$ cat config.mk
export PLATFORM = sky130hd
export DESIGN_NAME = vec32_collector
export DESIGN_NICKNAME = d
export VERILOG_FILES = /design/src/rtl/vec32_collector.sv
export VERILOG_INCLUDE_DIRS = /design/src /design/src/rtl
export SDC_FILE = /design/constraint.sdc
export NUM_CORES = 1
export LEC_CHECK = 0
export ABC_CLOCK_PERIOD_IN_PS = 34500
export CORE_AREA = 2 2 212 214
export DETAILED_ROUTE_END_ITERATION = 8
export DIE_AREA = 0 0 214 216
export PLACE_DENSITY = 0.76
export SETUP_SLACK_MARGIN = 0.5
export SYNTH_ARGS = -nofsm -noshare
export SYNTH_HDL_FRONTEND = slang
export SYNTH_SLANG_ARGS = --single-unit
$ cat constraint.sdc
create_clock -name clk -period 34.5 [get_ports clk]
set_input_delay 6.9 -clock clk [delete_from_list [all_inputs] [get_ports clk]]
set_output_delay 6.9 -clock clk [all_outputs]
set_load 0.01 [all_outputs]
$ cat src/rtl/config.svh
// rtl/config.svh - word format shared by vec32_collector and its bench
`ifndef VEC32_CONFIG_SVH
`define VEC32_CONFIG_SVH
`define N 16
`define F 8
`endif

$ cat src/rtl/vec32_collector.sv
// rtl/vec32_collector.sv - gathers 32 signed-magnitude words into a parallel vector
// Optional VEC32_COLLECTOR_RELU_EN: zero every negative word on input.
`include "config.svh"

module vec32_collector (
  input  logic                   clk,
  input  logic                   rst,
  input  logic [`N-1:0]          in_data,
  input  logic                   in_valid,
  output logic                   in_ready,
  input  logic                   flush,
  output logic [0:31][`N-1:0]    vec,
  output logic                   vec_valid,
  input  logic                   vec_ready,
  output logic [5:0]             fill_count
);

  typedef enum logic {FILL, FULL} state_t;

  state_t                state_q, state_d;
  logic [5:0]            cnt_q, cnt_d;
  logic [0:31][`N-1:0]   vec_q, vec_d;
  logic [`N-1:0]         word;
  logic                  zero_word;

`ifdef VEC32_COLLECTOR_RELU_EN
  assign zero_word = in_data[`N-1];
`else
  // Negative zero folds to positive zero so the summation tree sees one encoding.
  assign zero_word = in_data[`N-1] && (in_data[`N-2:0] == '0);
`endif
  assign word = zero_word ? '0 : in_data;

  always_comb begin
    state_d = state_q;
    cnt_d   = cnt_q;
    vec_d   = vec_q;
    case (state_q)
      FILL: begin
        if (flush) begin
          cnt_d = 6'd0;
        end else if (in_valid) begin
          vec_d[cnt_q[4:0]] = word;
          cnt_d             = cnt_q + 6'd1;
          if (cnt_q == 6'd31) state_d = FULL;
        end
      end
      FULL: begin
        if (vec_ready) begin
          state_d = FILL;
          cnt_d   = 6'd0;
        end
      end
      default: begin
        state_d = FILL;
        cnt_d   = 6'd0;
      end
    endcase
  end

  always_ff @(posedge clk or posedge rst) begin
    if (rst) begin
      state_q <= FILL;
      cnt_q   <= 6'd0;
      vec_q   <= '0;
    end else begin
      state_q <= state_d;
      cnt_q   <= cnt_d;
      vec_q   <= vec_d;
    end
  end

  assign in_ready   = (state_q == FILL);
  assign vec_valid  = (state_q == FULL);
  assign vec        = vec_q;
  assign fill_count = cnt_q;

endmodule
### After elaboration in Yosys (flattened, before gate mapping)

Cells that the tools add are included.

* bits in registers: 519
* input bits: 21
* logic and storage cells: 61

* add/subtract/negate cells: 1
* order comparisons: 2
* equality and inequality tests: 3
* mux-type cells: 13
* bitwise logic cells: 3
* reduce and logical (&&, ||, !) cells: 5

Operators by type and width (count)
* $bwmux W512: 1
* $demux W16 S5: 1
* $mux W16: 2
* $mux W6: 3
* $logic_not A15 Y1: 1
* $pmux W6 S2: 1
* $add A6 B1 Y6 const B: 1
* $eq A6 B5 Y1 const B: 1
* $ge A6 B6 Y1 const B: 1
* $lt A6 B1 Y1 const B: 1
* $not A5 Y6: 1
* $mux W1: 4
* $ne A3 B2 Y1 const B: 1
* $reduce_and A3 Y1: 1
* $logic_and A1 B1 Y1: 2
* $ne A2 B2 Y1 const B: 1
* $not A1 Y1: 2
* $pmux W1 S2: 1
* $reduce_and A2 Y1: 1

### Longest topological paths before layout

Gate-level depths: netlist of the first run.

* depth in word-level cells: 6
* depth in mapped cells: 7
* mapped depth without buffers: 5

### Worst setup path after synthesis of the first run

OpenSTA, ideal clock, no wires.

* path type: input to register
* start point: input flush
* end point: register vec_q, in the netlist vec[16]
* setup time: 0.125 ns
* data arrival time: 8.146 ns
* required time: 34.375 ns
* setup slack: 26.229 ns
* cell stages on the path: 6
* cell sequence: buf_2 > nand4bb_1 > buf_2 > nor2_2 > buf_6 > mux2_2

* longest elaborated chain between the ends: 2

Ends and longest elaborated chain
* from (decl): RTL line vec32_collector.sv:11 `input logic flush,`
* $not A1 Y1 (no line)
* $reduce_and A3 Y1 (no line)
* to (signal assigned): RTL line vec32_collector.sv:69 `vec_q <= vec_d;`
* to (decl): RTL line vec32_collector.sv:22 `` logic [0:31][`N-1:0] vec_q, vec_d; ``

Every way passes these cells.
A chain may end at the register's enable or synchronous reset.

==> run_summary.xml, run 1 <==
<?xml version="1.0" encoding="UTF-8"?>
<metrics>
  <group name="timing">
    <metric name="hold_violations" unit="">0</metric>
    <metric name="finalCritPeriodShare" unit="%">26.8</metric>
    <metric name="setup_total_negative_slack" unit="ns">0</metric>
    <metric name="peak_clock_frequency_supported_by_timing" unit="MHz">108</metric>
    <metric name="finalWorstPathRequiredPeriod" unit="ns">9.25</metric>
    <metric name="maxSlewViolCount" unit="">0</metric>
    <metric name="finClkSkew" unit="ns">0.0214</metric>
    <metric name="rsz0062_at_grt" unit="">no</metric>
    <metric name="max_slew_margin" unit="%">22.3</metric>
    <metric name="setup_viol_count_final" unit="">0</metric>
    <metric name="tightest_slew" unit="ns">1.16</metric>
  </group>
  <group name="routing">
    <metric name="totalWireLength" unit="um">61400</metric>
    <metric name="drcViolationCount" unit="">0</metric>
    <metric name="route.layer.met1.wl" unit="um">24600</metric>
    <metric name="detail-route-antenna-nets" unit="">0</metric>
    <metric name="met2WireLength" unit="um">29700</metric>
    <metric name="routed-wl-met3" unit="um">5090</metric>
    <metric name="first_pass_iters" unit="">4</metric>
    <metric name="routedWlPerCell" unit="um">26.0</metric>
    <metric name="drtIter0Drc" unit="">763</metric>
    <metric name="top_layer_in_use" unit="">met4</metric>
    <metric name="routed-via-count" unit="">12400</metric>
    <metric name="route.detailed.vias_per_inst" unit="">5.25</metric>
  </group>
  <group name="setup_path">
    <metric name="r2r_slack" unit="ns">31.86</metric>
    <metric name="critPathKind" unit="">in -&gt; async</metric>
    <metric name="start_kind" unit="">input pin</metric>
    <metric name="end_kind" unit="">async pin</metric>
    <metric name="required" unit="ns">35.10</metric>
    <metric name="maximum_fanout_along_the_worst_path" unit="">137</metric>
    <metric name="cp.arrival" unit="ns">9.85</metric>
  </group>
  <group name="power_and_ir_drop">
    <metric name="total_leakage_power" unit="nW">13.0</metric>
    <metric name="vdd_drop_max" unit="mV">0.0398</metric>
    <metric name="cellPowerDensity" unit="nW/um^2">50.1</metric>
  </group>
  <group name="clocking">
    <metric name="cts_htree_levels" unit="">2</metric>
    <metric name="tritoncts_sinks" unit="">519</metric>
    <metric name="buffer_count_from_post_cts_setup_fixing" unit="">0</metric>
    <metric name="post_cts.resized_instances" unit="">0</metric>
    <metric name="clock_latency" unit="ns">0.59</metric>
    <metric name="clock_tree.root_cell" unit="">sky130_fd_sc_hd__clkbuf_16</metric>
    <metric name="cts.hold.buffers_added" unit="">0</metric>
    <metric name="cts.clk_slew.worst_paths" unit="ns">0.06</metric>
    <metric name="clk_path_buf_depth" unit="">3</metric>
    <metric name="cts_tree" unit="">built</metric>
    <metric name="cts_buffers" unit="">52</metric>
  </group>
  <group name="placed_design">
    <metric name="io_buffers" unit="">540</metric>
    <metric name="dpl.hpwl" unit="um">40800</metric>
    <metric name="placement.cell_area" unit="sq um">25800</metric>
    <metric name="globalplace.congestion" unit="">0.782</metric>
  </group>
  <group name="synth">
    <metric name="syn_area_per_cell" unit="sq um">16.5</metric>
    <metric name="post_synth_instance_area" unit="sq um">20100</metric>
    <metric name="synthXorXnorAreaFrac" unit="%">0.0871</metric>
    <metric name="yosysUniqueCellTypes" unit="">36</metric>
    <metric name="post_synth_and_or_nand_nor_area_fraction" unit="%">2.66</metric>
    <metric name="synth-warning-count" unit="">0</metric>
    <metric name="leading_cell_types_by_total_area_after_synthesis" unit="">sky130_fd_sc_hd__dfrtp_1 (65%), sky130_fd_sc_hd__mux2_2 (28%), sky130_fd_sc_hd__buf_6 (1.1%)</metric>
    <metric name="synth_adder_area_share" unit="%">0.249</metric>
    <metric name="ys_seq_elements" unit="">519</metric>
    <metric name="synth-compound-area-share" unit="%">0.255</metric>
    <metric name="synth_cells" unit="">1215</metric>
    <metric name="synthDominantCellAreaShare" unit="%">64.6</metric>
    <metric name="proportion_of_synthesized_area_in_mux_cells" unit="%">29.2</metric>
    <metric name="yosysSeqAreaShare" unit="%">64.6</metric>
    <metric name="synth_top_family_by_area" unit="">multiplexers</metric>
    <metric name="mappedNetlistNets" unit="">1240</metric>
    <metric name="synth_largest_area_cell" unit="">sky130_fd_sc_hd__dfrtp_1</metric>
  </group>
  <group name="global_routing">
    <metric name="initial_antenna_violation_count" unit="">1</metric>
    <metric name="grt_usage" unit="%">26.5</metric>
    <metric name="grt_overflow" unit="">0</metric>
    <metric name="grt_start_max_net_pins" unit="">184</metric>
    <metric name="number_of_global_route_vias_before_repair" unit="">13300</metric>
    <metric name="grt_first_pass_wirelength" unit="um">90400</metric>
  </group>
  <group name="die">
    <metric name="initial_utilization" unit="%">45.9</metric>
    <metric name="core_area" unit="sq um">43800</metric>
    <metric name="placementRows" unit="">77</metric>
    <metric name="io_pins" unit="">541</metric>
    <metric name="die_area" unit="sq um">46200</metric>
    <metric name="die_w" unit="um">214</metric>
    <metric name="dieHeight" unit="um">216</metric>
  </group>
  <group name="run_status">
    <metric name="outcome" unit="">completed</metric>
  </group>
  <group name="min_path">
    <metric name="min_path_type" unit="">reg -&gt; reg</metric>
  </group>
  <group name="finish">
    <metric name="nets" unit="">1756</metric>
    <metric name="flow.area_growth_from_synthesis" unit="%">36.9</metric>
    <metric name="design_area_final" unit="sq um">27500</metric>
    <metric name="antenna_cells" unit="">0</metric>
    <metric name="drive_gt1_share" unit="%">37.8</metric>
  </group>
  <group name="flow_run">
    <metric name="max-cap-violations" unit="">0</metric>
  </group>
</metrics>
cell usage in the layout (no fill, tap or decap), drive strengths merged, types with 2 or more instances in the layout:
cell type and instances:
buf 28, nand2 22, bufinv 4, o22ai 2
clkdlybuf4s50 528, clkinv 8, nor3 3, nor4 4
dfrtp 519, nand4bb 4, nor3b 3, mux2 512
o32ai 2, clkinvlp 2, ha 4, clkbuf 77
inv 10, and4bb 4, nand3b 3, nor2 17
mux2i 4
logic make-up (layout without fill, tap and decap cells):
family / count (synthesis) / after routing
adders and majority gates: 4 / 4
and+or+nand+nor: 66 / 66
buffers and inverters: 101 / 657
AOI/OAI and AO/OA: 7 / 7
xor gates and xnor gates: 2 / 2
muxes: 516 / 516
DFF: 519 / 519
cell usage after synthesis:
| cell type | count |
|---|---|
| sky130_fd_sc_hd__a21o_1 | 1 |
| sky130_fd_sc_hd__a21oi_1 | 1 |
| sky130_fd_sc_hd__a41oi_1 | 1 |
| sky130_fd_sc_hd__and4bb_2 | 4 |
| sky130_fd_sc_hd__buf_2 | 7 |
| sky130_fd_sc_hd__buf_4 | 17 |
| sky130_fd_sc_hd__buf_6 | 20 |
| sky130_fd_sc_hd__clkbuf_1 | 50 |
| sky130_fd_sc_hd__dfrtp_1 | 519 |
| sky130_fd_sc_hd__ha_1 | 4 |
| sky130_fd_sc_hd__inv_1 | 7 |
| sky130_fd_sc_hd__mux2_2 | 497 |
| sky130_fd_sc_hd__mux2_4 | 15 |
| sky130_fd_sc_hd__mux2i_1 | 4 |
| sky130_fd_sc_hd__nand2_1 | 6 |
| sky130_fd_sc_hd__nand2_2 | 16 |
| sky130_fd_sc_hd__nand2b_1 | 1 |
| sky130_fd_sc_hd__nand3_2 | 1 |
| sky130_fd_sc_hd__nand3b_2 | 3 |
| sky130_fd_sc_hd__nand4_1 | 1 |
| sky130_fd_sc_hd__nand4bb_1 | 4 |
| sky130_fd_sc_hd__nor2_1 | 1 |
| sky130_fd_sc_hd__nor2_2 | 8 |
| sky130_fd_sc_hd__nor2_4 | 8 |
| sky130_fd_sc_hd__nor2b_1 | 1 |
| sky130_fd_sc_hd__nor3_1 | 2 |
| sky130_fd_sc_hd__nor3_4 | 1 |
| sky130_fd_sc_hd__nor3b_2 | 2 |
| sky130_fd_sc_hd__nor3b_4 | 1 |
| sky130_fd_sc_hd__nor4_1 | 4 |
| sky130_fd_sc_hd__nor4b_1 | 1 |
| sky130_fd_sc_hd__o22ai_1 | 2 |
| sky130_fd_sc_hd__o32ai_1 | 2 |
| sky130_fd_sc_hd__or2_2 | 1 |
| sky130_fd_sc_hd__xnor2_1 | 1 |
| sky130_fd_sc_hd__xor2_1 | 1 |
power by group:
group / switching (mW) / internal [mW] / total [mW]
clock network: 0.235 / 0.338 / 0.573
registers: 0.0163 / 0.640 / 0.656
logic: 0.0731 / 0.0778 / 0.151
total: 0.325 / 1.05 / 1.38
registers in the layout, summed over array words and instances (netlist names):
name        count
fill_count      6
vec           512
vec_valid       1
worst max-delay path: stages:
cell and delay [ns]:
sky130_fd_sc_hd__clkdlybuf4s50_1 0.50, sky130_fd_sc_hd__inv_8 0.70, sky130_fd_sc_hd__buf_4 0.79, sky130_fd_sc_hd__buf_4 0.82
routing by layer:
metal / vias up / GRT usage, %
met5: - / 0
met4: 0 / 8.18
met3: 110 / 8.84
met2: 454 / 44.3
met1: 6543 / 32.5
li1: 5299 / -
through the flow:
step	instances	power, mW	hold slack [ns]	setup slack, ns	utilization, %
after floorplan	1215	0.727	0.550	13.10	-
after global placement	2269	0.815	0.488	24.55	58.8
after detailed placement	2269	0.819	0.491	24.52	58.8
after CTS	2363	1.39	0.505	25.16	62.8
after global routing	2363	1.43	0.514	24.75	62.8
final	2363	1.38	0.501	25.25	62.8
worst paths after layout:
check                               from        to  cells after the start
hold reg to reg                 vec[500]  vec[500]                      1
hold / removal                  vec[500]  vec[500]                      1
max in group clk                in_valid   vec[34]                      4
min in group asynchronous            rst  vec[355]                      2
setup / recovery                     rst  vec[100]                      4
setup reg to reg           fill_count[0]  vec[179]                      5
layout make-up:
type,instances,area [sq um]
Sequential cell,519,13000
Clock inverter,17,201
Timing Repair Buffer,556,5480
Multi-Input combinational cell,595,6540
Clock buffer,77,1540
Inverter,7,33.8
Tap cell,592,741
Fill cell,3281,16300
Power figures use the tool's default switching activity.
==> inputs of run 2 (changes only) <==
ABC_CLOCK_PERIOD_IN_PS = 7500   (was 34500)
CORE_AREA = not set   (was 2 2 212 214)
CORE_UTILIZATION = 44   (was not set)
DIE_AREA = not set   (was 0 0 214 216)
PLACE_DENSITY = 0.77   (was 0.76)
clock period = 7.5 ns   (was 34.5 ns; I/O delays follow)
==> run 2 against run 1 <==
Against the previous run: largest cell class unchanged; die area is 0.71% higher; cell area increased by 0.37%; sequential cell count stayed put; total power increased to 4.6 times the previous value; largest power group unchanged; register-to-register slack got worse by 27 ns.
==> run_summary.xml, run 2 (synthesized netlist as in run 1, its figures left out) <==
<?xml version="1.0" encoding="UTF-8"?>
<metrics>
  <group name="run_status">
    <metric name="outcome" unit="">completed</metric>
  </group>
  <group name="power_and_ir_drop">
    <metric name="power.share.switching" unit="%">23.2</metric>
    <metric name="clkPwrFrac" unit="%">42.0</metric>
    <metric name="total_leakage_power" unit="nW">13.1</metric>
    <metric name="cellPowerDensity" unit="nW/um^2">231</metric>
    <metric name="combPwrFrac" unit="%">10.8</metric>
    <metric name="internal_dissipation" unit="mW">4.91</metric>
    <metric name="p_switching" unit="mW">1.48</metric>
    <metric name="seq_power_share" unit="%">47.2</metric>
    <metric name="vdd_drop_max" unit="mV">0.153</metric>
  </group>
  <group name="setup_path">
    <metric name="required" unit="ns">7.98</metric>
    <metric name="maximum_fanout_along_the_worst_path" unit="">16</metric>
    <metric name="end_kind" unit="">flop</metric>
    <metric name="critPathMaxStageDelay" unit="ns">0.92</metric>
    <metric name="critPathKind" unit="">in -&gt; reg</metric>
    <metric name="cp_num_buf_inv" unit="">1</metric>
    <metric name="start_kind" unit="">input pin</metric>
    <metric name="critical_path.cell_chain" unit="">clkdlybuf4s50_1 -&gt; nand4bb_1 -&gt; nor2_2 -&gt; mux2_2</metric>
    <metric name="cp.arrival" unit="ns">4.06</metric>
    <metric name="cp_top_family" unit="">simple AND/OR/NAND/NOR gates</metric>
    <metric name="crit_path_top_delay_cell" unit="">sky130_fd_sc_hd__nor2_2</metric>
  </group>
  <group name="clocking">
    <metric name="clock_latency" unit="ns">0.60</metric>
    <metric name="clk_path_buf_depth" unit="">3</metric>
    <metric name="cts.clk_slew.worst_paths" unit="ns">0.06</metric>
    <metric name="buffer_count_from_post_cts_setup_fixing" unit="">0</metric>
    <metric name="cts.hold.buffers_added" unit="">0</metric>
    <metric name="post_cts.resized_instances" unit="">0</metric>
    <metric name="cts_htree_levels" unit="">2</metric>
    <metric name="clock_tree.root_cell" unit="">sky130_fd_sc_hd__clkbuf_16</metric>
    <metric name="tritoncts_sinks" unit="">519</metric>
    <metric name="cts_buffers" unit="">52</metric>
    <metric name="cts_tree" unit="">built</metric>
  </group>
  <group name="finish">
    <metric name="layout.cells.most_common_list" unit="">sky130_fd_sc_hd__clkdlybuf4s50_1 (531), sky130_fd_sc_hd__dfrtp_1 (519), sky130_fd_sc_hd__mux2_2 (497)</metric>
    <metric name="flow.area_growth_from_synthesis" unit="%">37.4</metric>
    <metric name="stdcell_count" unit="">2364</metric>
    <metric name="fillerInstances" unit="">3343</metric>
    <metric name="largest_register_ffs" unit="">512</metric>
    <metric name="multiInputGateArea" unit="sq um">6550</metric>
    <metric name="drive_gt1_share" unit="%">37.8</metric>
    <metric name="layout_commonest_cell" unit="">sky130_fd_sc_hd__clkdlybuf4s50_1</metric>
    <metric name="sequential_cell_area" unit="sq um">13000</metric>
    <metric name="nets" unit="">1760</metric>
  </group>
  <group name="routing">
    <metric name="detail-route-antenna-nets" unit="">0</metric>
    <metric name="route.detailed.vias_per_inst" unit="">5.28</metric>
    <metric name="routed-via-count" unit="">12500</metric>
    <metric name="routedWlPerCell" unit="um">25.7</metric>
    <metric name="routed-wl-met3" unit="um">5420</metric>
    <metric name="drtIter0Drc" unit="">685</metric>
    <metric name="totalWireLength" unit="um">60700</metric>
    <metric name="first_pass_iters" unit="">4</metric>
    <metric name="drcViolationCount" unit="">0</metric>
    <metric name="route.layer.met1.wl" unit="um">24300</metric>
    <metric name="top_layer_in_use" unit="">met4</metric>
    <metric name="met2WireLength" unit="um">28900</metric>
  </group>
  <group name="timing">
    <metric name="finClkSkew" unit="ns">0.0180</metric>
    <metric name="maxSlewViolCount" unit="">0</metric>
    <metric name="setup_viol_count_final" unit="">0</metric>
    <metric name="finalWorstPathRequiredPeriod" unit="ns">3.58</metric>
    <metric name="setup_total_negative_slack" unit="ns">0</metric>
    <metric name="tightest_slew" unit="ns">1.03</metric>
    <metric name="setup_slack_of_the_critical_path_after_layout" unit="ns">3.92</metric>
    <metric name="peak_clock_frequency_supported_by_timing" unit="MHz">279</metric>
    <metric name="hold_violations" unit="">0</metric>
    <metric name="finalCritPeriodShare" unit="%">47.8</metric>
    <metric name="hold_ws" unit="ns">0.502</metric>
    <metric name="max_slew_margin" unit="%">31.1</metric>
    <metric name="rsz0062_at_grt" unit="">no</metric>
  </group>
  <group name="die">
    <metric name="placementRows" unit="">77</metric>
    <metric name="dieHeight" unit="um">216</metric>
    <metric name="io_pins" unit="">541</metric>
    <metric name="core_area" unit="sq um">44600</metric>
    <metric name="die_area" unit="sq um">46600</metric>
    <metric name="die_w" unit="um">216</metric>
    <metric name="initial_utilization" unit="%">45.1</metric>
  </group>
  <group name="global_routing">
    <metric name="grt_usage" unit="%">26.3</metric>
    <metric name="grt_start_max_net_pins" unit="">180</metric>
    <metric name="grt_first_pass_wirelength" unit="um">90100</metric>
    <metric name="grt_overflow" unit="">0</metric>
    <metric name="initial_antenna_violation_count" unit="">1</metric>
    <metric name="number_of_global_route_vias_before_repair" unit="">13200</metric>
  </group>
  <group name="flow_run">
    <metric name="max-cap-violations" unit="">0</metric>
  </group>
  <group name="placed_design">
    <metric name="dpl.hpwl" unit="um">40300</metric>
    <metric name="io_buffers" unit="">540</metric>
    <metric name="globalplace.congestion" unit="">0.810</metric>
    <metric name="place.detailed.instances" unit="">2273</metric>
    <metric name="place_worst_setup_slack" unit="ns">3.24</metric>
  </group>
  <group name="min_path">
    <metric name="min_path_type" unit="">reg -&gt; reg</metric>
  </group>
</metrics>
run 2: cell count changes in the layout (fill, tap and decap cells not counted), moves of 2 or more:
cell | previous run | this run
sky130_fd_sc_hd__buf_2 | 12 | 9
sky130_fd_sc_hd__nor2_4 | 9 | 12
sky130_fd_sc_hd__clkdlybuf4s50_1 | 528 | 531
sky130_fd_sc_hd__clkinv_2 | 8 | 4
sky130_fd_sc_hd__clkbuf_8 | 12 | 15
sky130_fd_sc_hd__diode_2 | 0 | 2
sky130_fd_sc_hd__buf_4 | 15 | 18
sky130_fd_sc_hd__clkbuf_1 | 12 | 8
sky130_fd_sc_hd__nor2_2 | 7 | 4
run 2: worst paths after layout:
| kind | depth (start not counted) | endpoint | startpoint | slack (ns) |
|---|---|---|---|---|
| setup / recovery | 4 | vec[24] | in_valid | 3.92 |
| hold reg to reg | 1 | vec[413] | vec[413] | 0.50 |
| min in group asynchronous | 2 | vec[171] | rst | 1.33 |
| hold / removal | 1 | vec[413] | vec[413] | 0.50 |
| setup reg to reg | 5 | vec[24] | fill_count[0] | 4.88 |
| max in group asynchronous | 3 | vec[448] | rst | 4.78 |
run 2: stage by stage:
step / power, mW / area (sq um) / util, %
6_report: 6.39 / 27600 / 61.9
5_1_grt: 6.61 / 27600 / 61.9
4_1_cts: 6.45 / 27600 / 61.9
3_5_place_dp: 3.76 / 25800 / 57.9
3_3_place_gp: 3.74 / 25800 / 57.9
2_1_floorplan: 3.34 / 20100 / -
run 2: routing by layer:
metal,vias up,track usage [%]
met2,496,42.4
met1,6581,33.5
li1,5305,-
met5,-,0
met4,0,8.89
met3,105,8.56
run 2: power by group through the flow:
| stage | Clock [mW] | Combinational (mW) | Sequential, mW |
|---|---|---|---|
| after floorplan | 0 | 0.214 | 3.13 |
| after global placement | 0 | 0.681 | 3.06 |
| after detailed placement | 0 | 0.693 | 3.07 |
| after CTS | 2.74 | 0.696 | 3.02 |
| after global routing | 2.85 | 0.732 | 3.03 |
| final | 2.69 | 0.687 | 3.02 |
run 2: area by class of cell:
class                      instances  area share, %
antenna                            2         0.0181
inverter                           7          0.109
clock inverter                    13          0.738
tap                              592           2.68
clock buffer                      76           5.66
timing repair buffer             560           20.0
sequential                       519           47.0
multi-input combinational        595           23.7
